===== config.mk =====
export PLATFORM = sky130hd
export DESIGN_NAME = gb_host
export DESIGN_NICKNAME = d
export VERILOG_FILES = /design/src/rtl/gb_host.sv
export SDC_FILE = /design/constraint.sdc
export NUM_CORES = 1
export LEC_CHECK = 0
export ABC_AREA = 1
export BUFFER_PORTS_ARGS = -buffer_cell sky130_fd_sc_hd__clkbuf_2
export CAP_MARGIN = 0
export CORE_MARGIN = 5
export CORE_UTILIZATION = 42
export DETAILED_ROUTE_END_ITERATION = 10
export PLACE_DENSITY_LB_ADDON = 0.2
export SYNTH_ARGS = -nofsm -noshare
export SYNTH_HDL_FRONTEND = slang
export SYNTH_SLANG_ARGS = --single-unit

===== constraint.sdc =====
create_clock -name clk -period 1.32 [get_ports clk]
set_input_delay 0.198 -clock clk [delete_from_list [all_inputs] [get_ports clk]]
set_output_delay 0.198 -clock clk [all_outputs]
set_load 0.05 [all_outputs]

===== src/rtl/gb_host.sv =====
// gb_host: ghostbus initiator; one single-word read/write command in flight at a time.
// Latency: strobe one cycle after accept; read data returned RD_LAT+1 cycles after the strobe edge.
// Backpressure: cmd_ready only in IDLE; the response holds until rsp_ready. GB_HOST_WACK_EN adds write acks.
module gb_host #(
    parameter int AW     = 24,
    parameter int DW     = 32,
    parameter int RD_LAT = 2
) (
    input  logic          clk,
    input  logic          rst_n,
    input  logic          cmd_valid,
    output logic          cmd_ready,
    input  logic          cmd_we,
    input  logic [AW-1:0] cmd_addr,
    input  logic [DW-1:0] cmd_wdata,
    output logic          rsp_valid,
    input  logic          rsp_ready,
    output logic [DW-1:0] rsp_rdata,
    output logic          rsp_is_wr,
    output logic [AW-1:0] gb_addr,
    output logic [DW-1:0] gb_dout,
    output logic          gb_we,
    output logic          gb_re,
    input  logic [DW-1:0] gb_din
);

    localparam int CW = 4;
    localparam logic [CW-1:0] LAT_M1 = CW'(RD_LAT - 1);

    typedef enum logic [1:0] {
        S_IDLE   = 2'd0,
        S_STROBE = 2'd1,
        S_WAIT   = 2'd2,
        S_RESP   = 2'd3
    } state_t;

    state_t        state_q, state_d;
    logic [CW-1:0] cnt_q, cnt_d;
    logic [AW-1:0] gb_addr_q, gb_addr_d;
    logic [DW-1:0] gb_dout_q, gb_dout_d;
    logic          gb_we_q, gb_we_d;
    logic          gb_re_q, gb_re_d;
    logic          rsp_valid_q, rsp_valid_d;
    logic [DW-1:0] rsp_rdata_q, rsp_rdata_d;
`ifdef GB_HOST_WACK_EN
    logic          rsp_is_wr_q, rsp_is_wr_d;
`endif

    // Ready depends only on registered state and reset, never on cmd_valid.
    assign cmd_ready = (state_q == S_IDLE) && rst_n;

    always_comb begin
        state_d     = state_q;
        cnt_d       = cnt_q;
        gb_addr_d   = gb_addr_q;
        gb_dout_d   = gb_dout_q;
        gb_we_d     = 1'b0;
        gb_re_d     = 1'b0;
        rsp_valid_d = rsp_valid_q;
        rsp_rdata_d = rsp_rdata_q;
`ifdef GB_HOST_WACK_EN
        rsp_is_wr_d = rsp_is_wr_q;
`endif
        case (state_q)
            S_IDLE: begin
                if (cmd_valid && cmd_ready) begin
                    gb_addr_d = cmd_addr;
                    if (cmd_we) begin
                        gb_dout_d = cmd_wdata;
                    end
                    gb_we_d = cmd_we;
                    gb_re_d = !cmd_we;
                    state_d = S_STROBE;
                end
            end
            S_STROBE: begin
                if (gb_we_q) begin
`ifdef GB_HOST_WACK_EN
                    rsp_valid_d = 1'b1;
                    rsp_is_wr_d = 1'b1;
                    rsp_rdata_d = '0;
                    state_d     = S_RESP;
`else
                    state_d     = S_IDLE;
`endif
                end else begin
                    // A zero count samples on the very next edge, which covers RD_LAT==1.
                    cnt_d   = LAT_M1;
                    state_d = S_WAIT;
                end
            end
            S_WAIT: begin
                if (cnt_q == '0) begin
                    rsp_rdata_d = gb_din;
                    rsp_valid_d = 1'b1;
`ifdef GB_HOST_WACK_EN
                    rsp_is_wr_d = 1'b0;
`endif
                    state_d     = S_RESP;
                end else begin
                    cnt_d = cnt_q - 1'b1;
                end
            end
            S_RESP: begin
                if (rsp_ready) begin
                    rsp_valid_d = 1'b0;
                    state_d     = S_IDLE;
                end
            end
            default: begin
                state_d = S_IDLE;
            end
        endcase
    end

    always_ff @(posedge clk or negedge rst_n) begin
        if (!rst_n) begin
            state_q     <= S_IDLE;
            cnt_q       <= '0;
            gb_addr_q   <= '0;
            gb_dout_q   <= '0;
            gb_we_q     <= 1'b0;
            gb_re_q     <= 1'b0;
            rsp_valid_q <= 1'b0;
            rsp_rdata_q <= '0;
        end else begin
            state_q     <= state_d;
            cnt_q       <= cnt_d;
            gb_addr_q   <= gb_addr_d;
            gb_dout_q   <= gb_dout_d;
            gb_we_q     <= gb_we_d;
            gb_re_q     <= gb_re_d;
            rsp_valid_q <= rsp_valid_d;
            rsp_rdata_q <= rsp_rdata_d;
        end
    end

`ifdef GB_HOST_WACK_EN
    always_ff @(posedge clk or negedge rst_n) begin
        if (!rst_n) begin
            rsp_is_wr_q <= 1'b0;
        end else begin
            rsp_is_wr_q <= rsp_is_wr_d;
        end
    end

    assign rsp_is_wr = rsp_is_wr_q;
`else
    assign rsp_is_wr = 1'b0;
`endif

    assign gb_addr   = gb_addr_q;
    assign gb_dout   = gb_dout_q;
    assign gb_we     = gb_we_q;
    assign gb_re     = gb_re_q;
    assign rsp_valid = rsp_valid_q;
    assign rsp_rdata = rsp_rdata_q;

endmodule

==> results.py <==
metrics = {
    "layout": {
        "final_core_util_pct": 61.62,
        "n_fill_cell": 838,
        "final_cells": 755,
        "fin_area_mm2": 0.005667,
        "finalNetCount": 734,
        "syn_to_final_growth_pct": 44.24,
        "drive_gt1_share_pct": 41.93,
        "diodes": 0,
    },
    "detailed_routing": {
        "drt-pass1-iter-count": 4,
        "dr_wl_met3_um": 873,
        "drt_iter0_markers": 120,
        "met2_length_um": 5383,
        "wl_met1_um": 4428,
        "top_layer": "met4",
        "vias": 3566,
        "route.detailed.drc": 0,
        "wirelength_um": 10760,
        "ant_nets": 0,
        "wl_per_cell_um": 14.25,
        "viasPerCell": 4.723,
    },
    "hold_path": {
        "min_path_type": "in -> reg",
        "worstHoldPathCells": 3,
    },
    "timing": {
        "post-route-min-period_ns": 1.459,
        "layout_setup_ws_ns": -0.1394,
        "worst_pin_slew_ns": 0.7722,
        "drv_slew": 0,
        "fin_worst_skew_ns": 0.01287,
        "fmax_mhz": 685.2,
        "setup_viol": 64,
        "rsz0062_at_grt": "true",
        "tns_ns": -3.453,
        "max_slew_margin_pct": 48.52,
        "hold_viol_final": 0,
        "min_period_over_period_pct": 110.6,
    },
    "global_routing": {
        "grt_max_degree": 63,
        "grt_usage_pct": 18.48,
        "grt_pass1_wl_um": 16980,
        "antenna_found_initial": 0,
        "grt_pass1_vias": 3537,
        "grt_overflow_total": 0,
    },
    "clocking": {
        "clock_path_buffers": 2,
        "cts_tree": "yes",
        "cts_root_buf": "clkbuf_8",
        "cts_sinks": 97,
        "clkSlewWorstSetupHoldPaths_ns": 0.10,
        "clock_latency_ns": 0.37,
        "cts_buffers": 9,
        "h-tree-depth": 3,
    },
    "placement": {
        "dp_cells": 723,
        "place_area_mm2": 0.005101,
        "dp.final_hpwl_um": 7527,
        "io_buffers": 184,
        "routabilityCongestion": 0.7482,
    },
    "run": {
        "maxCapViolCount": 0,
    },
    "synthesis": {
        "syn_avg_cell_area_um2": 9.073,
        "synth_edf_count": 0,
        "synthTopCellsByArea": "dfrtp_1, nand2_1, nand3_1",
        "synth_common_cells": "nand2_1, dfrtp_1, nand3_1, o21ai_0, buf_2",
        "synth_top_cell_by_area": "dfrtp_1",
        "synth.net_count": 527,
        "ys_types": 23,
        "synthCells": 433,
        "yosysWarnings": 0,
        "synth-seq-cells": 97,
        "synth_top_area_share_pct": 61.78,
        "synthArstFlopShare_pct": 100.0,
        "yosysSeqAreaShare_pct": 61.78,
        "syn-cell-area_mm2": 0.003929,
        "yosysMostFrequentCell": "nand2_1",
        "synth_ff_type": "dfrtp_1",
    },
    "pwr": {
        "leakage_nw": 3.238,
        "power.density_mw_per_mm2": 2991,
        "ir_drop_mv": 1.662,
        "p_total_mw": 16.95,
    },
    "setup_path": {
        "setup.worst_path.end_class": "output port",
        "slowest_stage": "dfrtp_1",
        "worst-r2r-cell-count": 8,
        "arrival_ns": 1.26,
        "cpLargestDelayFamily": "flip-flops",
        "startpoint_type": "flop",
        "crit_path_max_fanout": 2,
        "critPathMaxStageDelay_ns": 0.39,
        "crit_required_ns": 1.12,
        "crit_buf_inv": 2,
        "path_cells": "buf_6 -> nor3b_4 -> buf_12",
        "crit_cells": 3,
        "crit_type": "reg -> out",
    },
    "die": {
        "coreArea_mm2": 0.009196,
        "dieArea_mm2": 0.01139,
        "fp-row-count": 35,
        "io_pins": 186,
        "die_w_um": 106.7,
        "start_util_pct": 42.72,
        "die_height_um": 106.7,
    },
    "status": {
        "outcome": "finished with violations",
        "violations": "setup timing",
    },
}
-- state kept, by name, summed over array words and instances (netlist names), named ones only --
register and count:
gb_dout 32, rsp_rdata 32, gb_addr 24, cnt_q 4, gb_re 1, gb_we 1, rsp_valid 1, state_q 1
-- worst paths after layout --
path | from | slack, ns | end
setup / recovery | state_q[0] | -0.14 | cmd_ready
hold / removal | cmd_wdata[2] | 0.02 | gb_dout[2]
setup reg to reg | flop | -0.11 | gb_dout[17]
hold reg to reg | rsp_rdata[3] | 0.48 | rsp_rdata[3]
max in group asynchronous | rst_n | 0.56 | state_q[0]
min in group asynchronous | rst_n | 0.09 | gb_dout[21]
-- metrics by stage --
stage | setup WS, ns | hold WS [ns]
after floorplan | 0.01296 | -0.09759
after global placement | 0.008714 | 0.2456
after detailed placement | -0.03627 | 0.2418
after CTS | -0.1552 | 0.01295
after global routing | -0.1924 | 0.007075
final | -0.1394 | 0.02320
-- placed cells by master, fill, tap and decap left out, drive strengths merged, types with 2 or more instances in the layout --
master / instances
nor2: 9
nand2: 214
o21ai: 34
nand3: 39
dlygate4sd3: 3
inv: 11
clkinv: 3
a21oi: 2
dfrtp: 97
clkbuf: 193
buf: 31
-- worst register-to-register path: stages (launching register included) --
cell and delay [ns]:
dfrtp_1 0.41, buf_6 0.12, nor2_4 0.14, nand3_4 0.12
buf_12 0.16, nor2_8 0.14, clkbuf_16 0.19, nand2_2 0.05
nand2_1 0.06
-- per-layer routing --
layer | up-vias | track usage, %
li1 | 1773 | -
met1 | 1647 | 23.97
met2 | 140 | 30.04
met3 | 6 | 5.719
met4 | 0 | 5.205
met5 | - | 0
-- cell families (layout without fill, tap and decap cells) --
| logic type | after synthesis | count (layout) | synth area share [%] |
|---|---|---|---|
| simple gates | 262 | 263 | 27.74 |
| compound gates | 38 | 38 | 4.936 |
| fa+ha+maj | 1 | 1 | 0.3184 |
| flops | 97 | 97 | 61.78 |
| buf+inv | 33 | 243 | 4.904 |
| xor+xnor | 1 | 1 | 0.2230 |
| other cells | 1 | 1 | 0.09545 |
-- cell type report --
type / instances / area, µm² / share of cell area [%]
tap: 111 / 138.9 / 2.451
sequential: 97 / 2427 / 42.84
inverter: 9 / 41.29 / 0.7286
clock buffer: 9 / 123.9 / 2.186
multi-input combinational: 304 / 1441 / 25.44
clock inverter: 6 / 66.31 / 1.170
timing repair buffer: 219 / 1428 / 25.19
-- where the power goes --
| part | switching [mW] | total, mW | internal (mW) |
|---|---|---|---|
| clock network | 1.04 | 1.92 | 0.877 |
| registers | 0.792 | 5.15 | 4.36 |
| logic | 7.35 | 9.88 | 2.53 |
| total | 9.19 | 17.0 | 7.76 |
-- timing repair --
| action | CTS | global route |
|---|---|---|
| endpoints found under the setup margin | 45 | 97 |
| pin swaps | 5 | 8 |
| endpoints found under the hold margin | 36 | 1 |
| gates resized for setup | 39 | 38 |
| gates cloned | 3 | 3 |
| setup buffers | 8 | 0 |
| hold buffers | 2 | 1 |
(Power assumes the default switching activity.)
